$ cat config.mk
export PLATFORM = sky130hd
export DESIGN_NAME = arty_reset_sequencer
export DESIGN_NICKNAME = d
export VERILOG_FILES = /design/src/rtl/arty_reset_pkg.sv /design/src/rtl/arty_signal_sync.sv /design/src/rtl/arty_reset_sequencer.sv
export SDC_FILE = /design/constraint.sdc
export NUM_CORES = 1
export LEC_CHECK = 0
export CAP_MARGIN = 30
export CORE_UTILIZATION = 35
export DETAILED_ROUTE_END_ITERATION = 10
export PLACE_DENSITY = 0.51
export SYNTH_ARGS = -nofsm -noshare
export SYNTH_HDL_FRONTEND = slang
export SYNTH_SLANG_ARGS = --single-unit
$ cat constraint.sdc
create_clock -name i_clk_mhz -period 4.42 [get_ports i_clk_mhz]
set_input_delay 0.442 -clock i_clk_mhz [delete_from_list [all_inputs] [get_ports i_clk_mhz]]
set_output_delay 0.442 -clock i_clk_mhz [all_outputs]
set_load 0.02 [all_outputs]
$ cat src/rtl/arty_reset_pkg.sv
// Shared types and constants for the Arty board reset sequencer.
package arty_reset_pkg;

  typedef enum logic [1:0] {
    ST_HOLD    = 2'd0,
    ST_STRETCH = 2'd1,
    ST_RELEASE = 2'd2,
    ST_RUN     = 2'd3
  } t_rst_seq_state;

  localparam int LOCK_CNT_W = 8;

endpackage

$ cat src/rtl/arty_signal_sync.sv
// Two-flop synchronizer for a single asynchronous level; resets to 0.
module arty_signal_sync (
  input  logic clk,
  input  logic rst_n,
  input  logic async_in,
  output logic sync_out
);

  logic meta;

  always_ff @(posedge clk or negedge rst_n) begin
    if (!rst_n) begin
      meta     <= 1'b0;
      sync_out <= 1'b0;
    end else begin
      meta     <= async_in;
      sync_out <= meta;
    end
  end

endmodule

$ cat src/rtl/arty_reset_sequencer.sv
// Ordered domain-reset generator: holds all stages in reset until the MMCM has been
// locked long enough, then releases bit 0 upward; lock loss or a button press restarts.
module arty_reset_sequencer
  import arty_reset_pkg::*;
#(
  parameter int P_NUM_STAGES      = 3,
  parameter int P_STRETCH_CYCLES  = 1024,
  parameter int P_STAGE_GAP       = 16,
  parameter int P_DEBOUNCE_CYCLES = 65536
) (
  input  logic                    i_clk_mhz,
  input  logic                    i_rstn_global,
  input  logic                    i_mmcm_locked,
  input  logic                    i_btn_rst,
  output logic [P_NUM_STAGES-1:0] o_rst_stage,
  output logic                    o_ready,
  output logic [LOCK_CNT_W-1:0]   o_lock_lost_cnt,
  output logic [1:0]              o_state
);

  localparam int STRETCH_W = (P_STRETCH_CYCLES > 1) ? $clog2(P_STRETCH_CYCLES) : 1;
  localparam int GAP_W     = (P_STAGE_GAP > 1) ? $clog2(P_STAGE_GAP) : 1;
  localparam int DEB_W     = $clog2(P_DEBOUNCE_CYCLES + 1);

  // Stretch exits on the edge where the count would become P_STRETCH_CYCLES-1.
  localparam logic [STRETCH_W-1:0] STRETCH_LAST =
    STRETCH_W'((P_STRETCH_CYCLES > 1) ? P_STRETCH_CYCLES - 2 : 0);
  localparam logic [GAP_W-1:0] GAP_LAST = GAP_W'(P_STAGE_GAP - 1);
  localparam logic [DEB_W-1:0] DEB_TERM = DEB_W'(P_DEBOUNCE_CYCLES);
  localparam logic [DEB_W-1:0] DEB_PRE  = DEB_W'(P_DEBOUNCE_CYCLES - 1);
  localparam logic [P_NUM_STAGES-1:0] LAST_PENDING = P_NUM_STAGES'(1) << (P_NUM_STAGES - 1);

  logic                 lock_s;
  logic                 btn_s;
  logic                 lock_prev;
  logic                 press;
  logic [DEB_W-1:0]     deb_cnt;
  logic [STRETCH_W-1:0] stretch_cnt;
  logic [GAP_W-1:0]     gap_cnt;
  t_rst_seq_state       state;

  arty_signal_sync u_lock_sync (
    .clk      (i_clk_mhz),
    .rst_n    (i_rstn_global),
    .async_in (i_mmcm_locked),
    .sync_out (lock_s)
  );

  arty_signal_sync u_btn_sync (
    .clk      (i_clk_mhz),
    .rst_n    (i_rstn_global),
    .async_in (i_btn_rst),
    .sync_out (btn_s)
  );

  // Saturating count means a held button yields exactly one press pulse.
  assign press   = btn_s && (deb_cnt == DEB_PRE);
  assign o_state = state;

  always_ff @(posedge i_clk_mhz or negedge i_rstn_global) begin
    if (!i_rstn_global) begin
      deb_cnt <= '0;
    end else if (!btn_s) begin
      deb_cnt <= '0;
    end else if (deb_cnt != DEB_TERM) begin
      deb_cnt <= deb_cnt + 1'b1;
    end
  end

  always_ff @(posedge i_clk_mhz or negedge i_rstn_global) begin
    if (!i_rstn_global) begin
      lock_prev       <= 1'b0;
      o_lock_lost_cnt <= '0;
    end else begin
      lock_prev <= lock_s;
      if (lock_prev && !lock_s && (o_lock_lost_cnt != '1))
        o_lock_lost_cnt <= o_lock_lost_cnt + 1'b1;
    end
  end

  // o_rst_stage is a thermometer code; each release shifts one more zero in at bit 0.
  always_ff @(posedge i_clk_mhz or negedge i_rstn_global) begin
    if (!i_rstn_global) begin
      state       <= ST_HOLD;
      o_rst_stage <= '1;
      o_ready     <= 1'b0;
      stretch_cnt <= '0;
      gap_cnt     <= '0;
    end else if ((state != ST_HOLD) && (!lock_s || press)) begin
      state       <= ST_HOLD;
      o_rst_stage <= '1;
      o_ready     <= 1'b0;
      stretch_cnt <= '0;
      gap_cnt     <= '0;
    end else begin
      case (state)
        ST_HOLD: begin
          o_rst_stage <= '1;
          o_ready     <= 1'b0;
          stretch_cnt <= '0;
          gap_cnt     <= '0;
          if (lock_s && !btn_s) begin
            if (P_STRETCH_CYCLES > 1) begin
              state <= ST_STRETCH;
            end else begin
              o_rst_stage <= {P_NUM_STAGES{1'b1}} << 1;
              if (P_NUM_STAGES == 1) begin
                o_ready <= 1'b1;
                state   <= ST_RUN;
              end else begin
                state <= ST_RELEASE;
              end
            end
          end
        end
        ST_STRETCH: begin
          stretch_cnt <= stretch_cnt + 1'b1;
          if (stretch_cnt == STRETCH_LAST) begin
            gap_cnt     <= '0;
            o_rst_stage <= o_rst_stage << 1;
            if (o_rst_stage == LAST_PENDING) begin
              o_ready <= 1'b1;
              state   <= ST_RUN;
            end else begin
              state <= ST_RELEASE;
            end
          end
        end
        ST_RELEASE: begin
          if (gap_cnt == GAP_LAST) begin
            gap_cnt     <= '0;
            o_rst_stage <= o_rst_stage << 1;
            if (o_rst_stage == LAST_PENDING) begin
              o_ready <= 1'b1;
              state   <= ST_RUN;
            end
          end else begin
            gap_cnt <= gap_cnt + 1'b1;
          end
        end
        ST_RUN: begin
          o_rst_stage <= '0;
          o_ready     <= 1'b1;
        end
        default: state <= ST_HOLD;
      endcase
    end
  end

endmodule

==> run_results.csv, run 1 <==
group,metric,value,unit
yosys,synth.distinct_cells,47,
yosys,synth_area_leaders,"sky130_fd_sc_hd__dfrtp_1, sky130_fd_sc_hd__ha_1, sky130_fd_sc_hd__xnor2_1",
pwr,power.density_cell_area,520.6,nW/um^2
clock_tree,clockBufferDepth,2,
layout,postLayoutCoreUtil,0.4268,
clock_tree,clkLatencyLatePin,300,ps
worst_setup_path,worst-endpoint-arrival,3360,ps
layout,fillCellCount,657,
routing,wl_per_cell,12.49,um
layout,nets,285,
worst_setup_path,worst-setup-path-type,"reg2reg",
routing,post_drt_via_cell_ratio,4.899,
yosys,synthesis.area,2522,sq um
layout,final_area,2932,sq um
floorplan,die_width,86.90,um
clock_tree,cts_bufs_inserted,5,
sta,finalMaxSlewViolations,0,
sta,timing.final.crit_period,3130,ps
sta,setup_viol_count_final,0,
clock_tree,clock_tree.root_cell,"sky130_fd_sc_hd__clkbuf_8",
floorplan,ioPinCount,18,
clock_tree,clkSinkCount,50,
yosys,synthesis.yosys.warnings,0,
job,drv.max_cap_violation_count,0,
floorplan,initial_utilization,0.3672,
clock_tree,post_cts.repair.setup_buffers,0,
worst_setup_path,end_kind,"flip-flop",
placed_design,placed_area,2789,sq um
yosys,synth_largest_type_area_fraction,0.4663,
sta,timing.final.crit_share,0.7081,
yosys,syn_avg_cell_area,10.09,sq um
clock_tree,tritoncts,"yes",
routing,postRouteWirelength,4584,um
clock_tree,post_cts_hold_fix_bufs,0,
worst_setup_path,crit_fanout,10,
min_path,min_path_type,"in2async",
sta,clock.fmax,319.5,MHz
clock_tree,htreeDepth,2,
sta,rsz0062_at_grt,"false",
floorplan,core.rowCount,30,
pwr,p_total,1.526,mW
routing,final_antenna_net_count,0,
grt,largest_net_degree_at_the_start_of_global_routing,51,
worst_setup_path,ff2ff_path_depth,10,
layout,drive_above_1_share,0.08487,
sta,slew_headroom,0.3371,
clock_tree,clk_pin_slew,100,ps
worst_setup_path,cp-start-kind,"flip-flop",
floorplan,die_area,7551,sq um
sta,max_slew.worst_pin.slew,986.7,ps
placed_design,place.detailed.hpwl,3087,um
floorplan,core-area,6869,sq um
routing,route.detailed.drc,0,
grt,antenna_violations_before_repair,0,
grt,number_of_global_route_vias_before_repair,1722,
yosys,synth_top_area_cell,"sky130_fd_sc_hd__dfrtp_1",
run_status,status,"complete, no violations",
layout,antennaDiodeCount,0,
grt,gr-total-overflow,0,
pwr,power_leakage,1.230,nW
yosys,synth_fp_nets,265,
grt,grtUsageTotal,0.1362,
routing,first_iter_violations,54,
yosys,synthesis.instances,250,
yosys,yosys_register_bits,50,
sta,final.setup.tns,0,ps
placed_design,placement.io_buffers,17,
pwr,vdd_drop_max,0.0001865,V
routing,drt_pre_antenna_iters,4,
worst_setup_path,worst_ep_required_time,4650,ps
grt,grt_first_pass_wirelength,8004,um
placed_design,place_congestion,0.7634,
yosys,synth.yosys.seq_area_share,0.4975,
routing,via_count,1798,
layout,area.growth.synth_to_final,16.22,%
clock_tree,ctsResizeCount,0,
sta,finalHoldViolations,0,
floorplan,die_height,86.90,um
sta,final.setup_skew,10.32,ps
-- cells in the mapped netlist (all sizes together) --
cell,n
nor3b,2
a21bo,1
nand2b,2
o21ai,21
nor2,27
clkinv,1
nand2,18
and2,1
a21boi,2
nor3,3
a211oi,1
nor2b,3
o22a,3
a21oi,10
nand4,9
and4,2
dfstp,3
xor2,6
or2,1
inv,13
nand3,11
nor4b,2
ha,11
dfrtp,47
o21a,1
a31oi,2
a32o,1
buf,1
a21o,1
nor4,4
a22o,1
or3,4
a311oi,1
nand3b,2
mux2,3
and3,6
or4b,1
xnor2,14
mux2i,3
o31ai,1
clkbuf,4
-- state kept, by name (all words and copies together) (netlist names) --
signal / cells
deb_cnt: 17
stretch_cnt: 10
o_lock_lost_cnt: 8
gap_cnt: 4
o_rst_stage: 3
o_state: 2
lock_prev: 1
o_ready: 1
u_btn_sync.meta: 1
u_btn_sync.sync_out: 1
u_lock_sync.meta: 1
u_lock_sync.sync_out: 1
-- metal layers --
layer,GRT usage,vias up,part of all wire
li1,-,917,-
met2,0.2062,29,0.43
met4,0.05455,0,0.015
met1,0.1903,848,0.53
met3,0.02844,4,0.027
met5,0,-,0
-- power by group --
part / internal, mW / leakage (nW) / switching (mW) / total, mW
clock network: 0.241 / 0.0714 / 0.152 / 0.394
registers: 0.530 / 0.659 / 0.0680 / 0.598
logic: 0.241 / 0.499 / 0.294 / 0.534
total: 1.01 / 1.23 / 0.514 / 1.53
-- placed cells by master (no fill, tap or decap), types with 3 or more instances in the layout --
cell                              instances
sky130_fd_sc_hd__nand3_1                 11
sky130_fd_sc_hd__nor3_1                   3
sky130_fd_sc_hd__mux2_2                   3
sky130_fd_sc_hd__and3_1                   6
sky130_fd_sc_hd__xnor2_1                 14
sky130_fd_sc_hd__nand4_1                  9
sky130_fd_sc_hd__clkbuf_8                 6
sky130_fd_sc_hd__dfstp_2                  3
sky130_fd_sc_hd__inv_1                   13
sky130_fd_sc_hd__nor2_1                  27
sky130_fd_sc_hd__clkdlybuf4s50_1         16
sky130_fd_sc_hd__mux2i_1                  3
sky130_fd_sc_hd__dfrtp_1                 47
sky130_fd_sc_hd__xor2_1                   6
sky130_fd_sc_hd__a21oi_1                 10
sky130_fd_sc_hd__ha_1                    11
sky130_fd_sc_hd__o21ai_0                 20
sky130_fd_sc_hd__or3_1                    3
sky130_fd_sc_hd__nor2b_1                  3
sky130_fd_sc_hd__nand2_1                 18
-- path summary, 6_finish.rpt --
| kind | startpoint | endpoint | slack, ps |
|---|---|---|---|
| worst max register to register | deb_cnt[0] | o_state[1] | 1290 |
| worst max-delay path | deb_cnt[0] | o_state[1] | 1290 |
| max in group asynchronous | i_rstn_global | deb_cnt[4] | 3770 |
| worst min-delay path | i_rstn_global | deb_cnt[6] | 240 |
| worst min register to register | u_lock_sync.meta | u_lock_sync.sync_out | 360 |
| min in group i_clk_mhz | u_lock_sync.meta | u_lock_sync.sync_out | 360 |
-- cell type report --
class / count / area [sq um] / area share
clock inverter: 2 / 60.06 / 0.02049
timing repair buffer: 18 / 172.7 / 0.05890
tap: 96 / 120.1 / 0.04097
clock buffer: 6 / 82.58 / 0.02817
sequential: 50 / 1255 / 0.4281
multi-input combinational: 181 / 1189 / 0.4055
inverter: 14 / 52.55 / 0.01793
-- cells by family (layout without fill, tap and decap cells) --
family | count (synthesis) | in the layout | share of synthesized area
fa+ha+maj | 11 | 11 | 0.05456
flops | 50 | 50 | 0.4975
buf+inv | 19 | 40 | 0.03125
mux | 6 | 6 | 0.02530
compound gates | 46 | 46 | 0.1126
simple gates | 98 | 98 | 0.2093
xor+xnor | 20 | 20 | 0.06945
-- through the flow --
step | std cells | hold WS [ps] | setup WS (ps)
after global routing | 367 | 292.0 | 1040
final | 367 | 240.5 | 1290
after detailed placement | 359 | 336.5 | 1294
after CTS | 367 | 266.5 | 1250
after global placement | 359 | 331.7 | 1411
after floorplan | 250 | 146.4 | 1592
-- critical path: stages (launching register included) --
cell,delay [ps]
sky130_fd_sc_hd__dfrtp_1,430
sky130_fd_sc_hd__ha_1,230
sky130_fd_sc_hd__nand4_1,160
sky130_fd_sc_hd__nor3_1,440
sky130_fd_sc_hd__and4_1,260
sky130_fd_sc_hd__ha_1,160
sky130_fd_sc_hd__a21boi_1,100
sky130_fd_sc_hd__o21a_1,300
sky130_fd_sc_hd__a32o_1,390
sky130_fd_sc_hd__nor4_4,370
sky130_fd_sc_hd__mux2i_1,220
No activity file was read; power rests on OpenSTA's default activity.
==> run 2, diff against run 1 <==
==> constraint.sdc (replaced) <==
create_clock -name i_clk_mhz -period 3 [get_ports i_clk_mhz]
set_input_delay 0.3 -clock i_clk_mhz [delete_from_list [all_inputs] [get_ports i_clk_mhz]]
set_output_delay 0.3 -clock i_clk_mhz [all_outputs]
set_load 0.02 [all_outputs]
==> run_results.csv, run 2 (synthesized netlist as in run 1, its figures left out) <==
group,metric,value,unit
sta,max_slew.worst_pin.slew,997.9,ps
min_path,hold_end,"u_btn_sync.sync_out",
clock_tree,clkSinkCount,50,
grt,grtUsageTotal,0.1369,
floorplan,initial_utilization,0.3672,
placed_design,placement.io_buffers,17,
placed_design,place.detailed.hpwl,3229,um
grt,largest_net_degree_at_the_start_of_global_routing,33,
layout,layout_commonest_cell,"sky130_fd_sc_hd__dfrtp_1",
placed_design,place_congestion,0.6818,
layout,area.growth.synth_to_final,16.02,%
clock_tree,clockBufferDepth,2,
worst_setup_path,reg2reg_setup_slack,310,ps
sta,timing.final.crit_share,0.8969,
pwr,power.density_cell_area,718.9,nW/um^2
grt,number_of_global_route_vias_before_repair,1755,
routing,drt_pre_antenna_iters,4,
worst_setup_path,worst-endpoint-arrival,2930,ps
clock_tree,htreeDepth,2,
layout,most-common-layout-cells,"sky130_fd_sc_hd__dfrtp_1, sky130_fd_sc_hd__nor2_1, sky130_fd_sc_hd__o21ai_0",
worst_setup_path,worst_ep_required_time,3240,ps
routing,via_count,1836,
grt,antenna_violations_before_repair,0,
placed_design,dp_cell_count,363,
run_status,status,"complete, no violations",
min_path,hold_path_depth,0,
min_path,min_path_type,"reg2reg",
placed_design,pre_cts_slack,219.7,ps
layout,instances_no_fill,372,
sta,timing.final.ws_setup,309.4,ps
routing,final_antenna_net_count,0,
routing,postRouteWirelength,4700,um
sta,setup_viol_count_final,0,
worst_setup_path,cp-start-kind,"flip-flop",
clock_tree,cts_bufs_inserted,5,
layout,largest_register_ffs,17,
worst_setup_path,ff2ff_path_depth,10,
clock_tree,post_cts.repair.setup_buffers,0,
floorplan,die_area,7551,sq um
routing,wl_per_cell,12.63,um
job,drv.max_cap_violation_count,0,
floorplan,die_width,86.90,um
layout,max_flop_register,"deb_cnt",
worst_setup_path,end_kind,"flip-flop",
worst_setup_path,rr_startpoint,"deb_cnt[0]",
pwr,power_leakage,1.225,nW
floorplan,core-area,6869,sq um
worst_setup_path,worst-setup-path-type,"reg2reg",
floorplan,ioPinCount,18,
routing,first_iter_violations,92,
floorplan,die_height,86.90,um
sta,clock.fmax,371.7,MHz
layout,nets,290,
grt,grt_first_pass_wirelength,8059,um
min_path,hold_sp,"u_btn_sync.meta",
layout,antennaDiodeCount,0,
clock_tree,clock_tree.root_cell,"sky130_fd_sc_hd__clkbuf_8",
clock_tree,clk_pin_slew,100,ps
routing,post_drt_via_cell_ratio,4.935,
sta,rsz0062_at_grt,"false",
sta,finalHoldViolations,0,
sta,final.setup.tns,0,ps
sta,slew_headroom,0.3296,
pwr,vdd_drop_max,0.0004135,V
pwr,p_total,2.104,mW
worst_setup_path,crit_fanout,8,
worst_setup_path,regToRegEndpoint,"o_state[0]",
layout,fillCellCount,663,
layout,top_regs,"deb_cnt (17), stretch_cnt (10), o_lock_lost_cnt (8)",
sta,finalMaxSlewViolations,0,
layout,drive_above_1_share,0.1051,
clock_tree,tritoncts,"yes",
sta,final.setup_skew,11.12,ps
routing,route.detailed.drc,0,
sta,timing.final.crit_period,2691,ps
clock_tree,clkLatencyLatePin,310,ps
grt,gr-total-overflow,0,
floorplan,core.rowCount,30,
==> run 2: changes by cell type in the layout (fill, tap and decap cells not counted), sizes merged <==
cell         before  now
dlygate4sd3       0    1
buf               2    6
clkinvlp          0    2
bufinv            2    0
==> run 2: worst max path at each step <==
| stage | slack (ps) | startpoint | end | cells after the start |
|---|---|---|---|---|
| after floorplan | 170 | deb_cnt[0] | o_state[0] | 12 |
| after detailed placement | 220 | deb_cnt[0] | o_state[1] | 10 |
| after global routing | 40 | deb_cnt[0] | o_state[1] | 10 |
| after global placement | 250 | deb_cnt[0] | o_state[1] | 10 |
| final | 310 | deb_cnt[0] | o_state[0] | 10 |
| after CTS | 190 | deb_cnt[0] | o_state[1] | 10 |
==> run 2: routing by layer <==
layer,part of all wire,GRT usage,vias to the layer above
li1,-,-,921
met1,0.50,0.1894,875
met2,0.44,0.2112,34
met3,0.038,0.02654,6
met4,0.016,0.05455,0
met5,0,0,-
==> run 2: layout make-up <==
cell class | count | area, sq um | area share
clock buffers | 6 | 72.57 | 0.02480
flip-flops and latches | 50 | 1255 | 0.4288
multi-input cells | 181 | 1199 | 0.4096
clock inverters | 2 | 15.01 | 0.005130
well taps | 96 | 120.1 | 0.04104
inverters | 14 | 52.55 | 0.01796
repair buffers | 23 | 212.7 | 0.07268
==> run 2: power by group <==
| part | internal (mW) | total, mW | switching [mW] |
|---|---|---|---|
| Combinational | 0.381 | 0.824 | 0.443 |
| Clock | 0.165 | 0.400 | 0.235 |
| Sequential | 0.781 | 0.881 | 0.0996 |
==> run 2: worst max-delay path, stage by stage (launching register included) <==
cell,delay (ps)
sky130_fd_sc_hd__dfrtp_1,420
sky130_fd_sc_hd__ha_1,230
sky130_fd_sc_hd__nand4_1,180
sky130_fd_sc_hd__nor3_2,220
sky130_fd_sc_hd__and4_1,210
sky130_fd_sc_hd__ha_1,160
sky130_fd_sc_hd__a21bo_2,170
sky130_fd_sc_hd__nand2b_1,90
sky130_fd_sc_hd__a32o_2,360
sky130_fd_sc_hd__nor4_4,350
sky130_fd_sc_hd__mux2i_1,220
==> run 2: through the flow <==
step	utilization	hold WS (ps)	instance area [sq um]
after global placement	0.4104	265.9	2819
after CTS	0.4246	355.2	2917
after global routing	0.4260	363.4	2927
after detailed placement	0.4104	268.2	2819
final	0.4260	354.5	2927
after floorplan	-	4.409	2522
==> run 2: what timing repair did <==
item                                    CTS  global route
endpoints found under the setup margin    0             3
resized for setup                         0             3
endpoints found under the hold margin    18             0
hold buffers                              1             0
==> run 3, diff against run 2 <==
--- a/config.mk
+++ b/config.mk
@@ -8,6 +8,7 @@
 export CAP_MARGIN = 30
 export CORE_UTILIZATION = 35
 export DETAILED_ROUTE_END_ITERATION = 10
+export HOLD_SLACK_MARGIN = 0.03
 export PLACE_DENSITY = 0.51
 export SYNTH_ARGS = -nofsm -noshare
 export SYNTH_HDL_FRONTEND = slang
==> results of run 3 <==
Same layout as run 2: the final DEF is identical, and so are final timing and power.
==> RTL change (settings of run 3) <==
Change the parameter `P_NUM_STAGES` from 3 to 6.
--- a/src/rtl/arty_reset_sequencer.sv
+++ b/src/rtl/arty_reset_sequencer.sv
@@ -3,7 +3,7 @@
 module arty_reset_sequencer
   import arty_reset_pkg::*;
 #(
-  parameter int P_NUM_STAGES      = 3,
+  parameter int P_NUM_STAGES      = 6,
   parameter int P_STRETCH_CYCLES  = 1024,
   parameter int P_STAGE_GAP       = 16,
   parameter int P_DEBOUNCE_CYCLES = 65536
Ports: changed (resized o_rst_stage); port bits go from 18 to 21. No check against the original RTL was run, so the function may have changed too.
==> RTL change against run 3 <==
- area after synthesis rose by 6.7%
- sequential cell count rose by 3
- critical path depth did not move
- count of clock-buffer cells in the layout fell by 1
- utilization rose by 0.17 points
- non-clock buffer count rose by 3
- design area rose by 7.1%
- global-route usage rose by 0.39 points
- wire length rose by 5.6%
- total power rose by 12%
- die area rose by 6.5%
- worst setup slack improved by 0.10 ns
==> RTL change: results <==
run_status:
  status: "completed"
power_and_ir_drop:
  p_leak_uw: 0.00135
  ir_worst_vdd_mv: 0.514
hold_path:
  min_path_type: "flop to flop"
detailed_routing:
  drtIter0Drc: 56
  first_pass_iters: 4
  wire_per_inst_um: 12.7
  via_per_inst: 4.97
critical_path:
  arrival_ns: 2.78
  cpMaxStageDelayCell: "dfrtp_1"
  setup.worst_path.start: "deb_cnt[1]"
  endpoint: "o_state[0]"
  crit_path_max_fanout: 6
  max_stage_delay_ns: 0.44
  reg2reg_depth: 10
  ff2ff_setup_slack_ns: 0.41
placement:
  port-buffer-count: 20
  hpwl_um: 3580
  gp_congestion: 0.755
synth:
  synth_cell_type_count: 49
  syn-num-nets: 282
  async_reset_ff_share_pct: 100
  synthTopCellsByCount: "47 x dfrtp_1, 20 x nand2_1, 20 x nor2_1"
  synth_area_leaders: "dfrtp_1 44%, dfstp_2 5.9%, ha_1 5.1%"
  synth_adder_area_share_pct: 5.11
  synth_mux_area_share_pct: 0.790
  ys_seq_area_share_pct: 49.6
  synthFlopType: "dfrtp_1"
  synth_compound_area_share_pct: 13.6
  yosysWarnings: 0
  synthXorXnorAreaFrac_pct: 6.83
grt:
  grt_antenna_before_repair: 0
  grt_pass1_vias: 1851
  grtUsageTotal_pct: 14.1
  grt_max_degree: 31
  grt_pass1_wl_um: 8640
clocking:
  cts_max_level: 2
  clk_latency_ns: 0.30
  numCtsBuffers: 5
  clockRootBuffer: "clkbuf_8"
  cts_resized: 0
  clockBufferDepth: 2
  path_clk_slew_ns: 0.10
layout:
  top_regs: "deb_cnt (17), stretch_cnt (10), o_lock_lost_cnt (8)"
  nets: 307
  antenna_cells: 0
  final_layout_size_suffix_gt1_share_pct: 9.56
sta:
  skew_ns: 0.00439
  slew_headroom_pct: 61.5
[RTL change: through the flow]
stage                     total power (uW)  instances  cell area (sq um)  hold WS [ns]  setup slack, ns
after floorplan                       1560        267               2690       0.00441            0.710
after global placement                1880        383               3010         0.318            0.499
after detailed placement              1880        383               3010         0.319            0.433
after CTS                             2380        392               3140         0.363            0.426
after global routing                  2520        392               3140         0.366            0.130
final                                 2350        392               3140         0.360            0.414
[RTL change: worst min path at each step]
| stage | start | end | slack, ns | cells past startpoint |
|---|---|---|---|---|
| 6_report | u_btn_sync.meta | u_btn_sync.sync_out | 0.36 | 0 |
| 5_1_grt | u_btn_sync.meta | u_btn_sync.sync_out | 0.37 | 0 |
| 4_1_cts | u_btn_sync.meta | u_btn_sync.sync_out | 0.36 | 0 |
| 3_5_place_dp | i_rstn_global | o_state[1] | 0.32 | 1 |
| 3_3_place_gp | i_rstn_global | o_state[1] | 0.32 | 1 |
| 2_1_floorplan | i_rstn_global | deb_cnt[0] | 0.004 | 0 |
[RTL change: logic make-up (layout without fill, tap and decap cells)]
family	Yosys count	in the layout
fa+ha+maj	11	11
compound gates	56	56
mux	2	2
flops	53	53
buf+inv	19	45
xor+xnor	21	21
simple gates	105	105
[RTL change: timing repair]
action	in CTS	in global routing
setup buffers	0	0
hold buffers	1	0
hold endpoints to repair	21	0
[RTL change: report_power, final]
part           switching, uW  internal (uW)
logic                    486            385
registers                138            846
clock network            245            250
total                    868           1480
[RTL change: critical path: cells and delay by family, from the launching register on]
family          cells  cell delay, ns
compound gates      5            1.02
fa+ha+maj           2            0.42
flops               1            0.44
simple gates        3            0.60
[RTL change: routing by layer]
layer  vias up  wire, um  share of wire (%)  global-route usage, %
li1        994         -                  -                      -
met5         -         0                  0                      0
met3         5        99                2.0                   3.29
met1       932      2590                 52                   19.2
met4         0        55                1.1                   4.33
met2        18      2210                 45                   22.2
[RTL change: area by class of cell]
class                           count  area, sq um
Fill cell                         701         4200
Clock inverter                      3         46.3
Inverter                           11         41.3
Sequential cell                    53         1330
Multi-Input combinational cell    195         1280
Tap cell                           99          124
Timing Repair Buffer               26          243
Clock buffer                        5         68.8
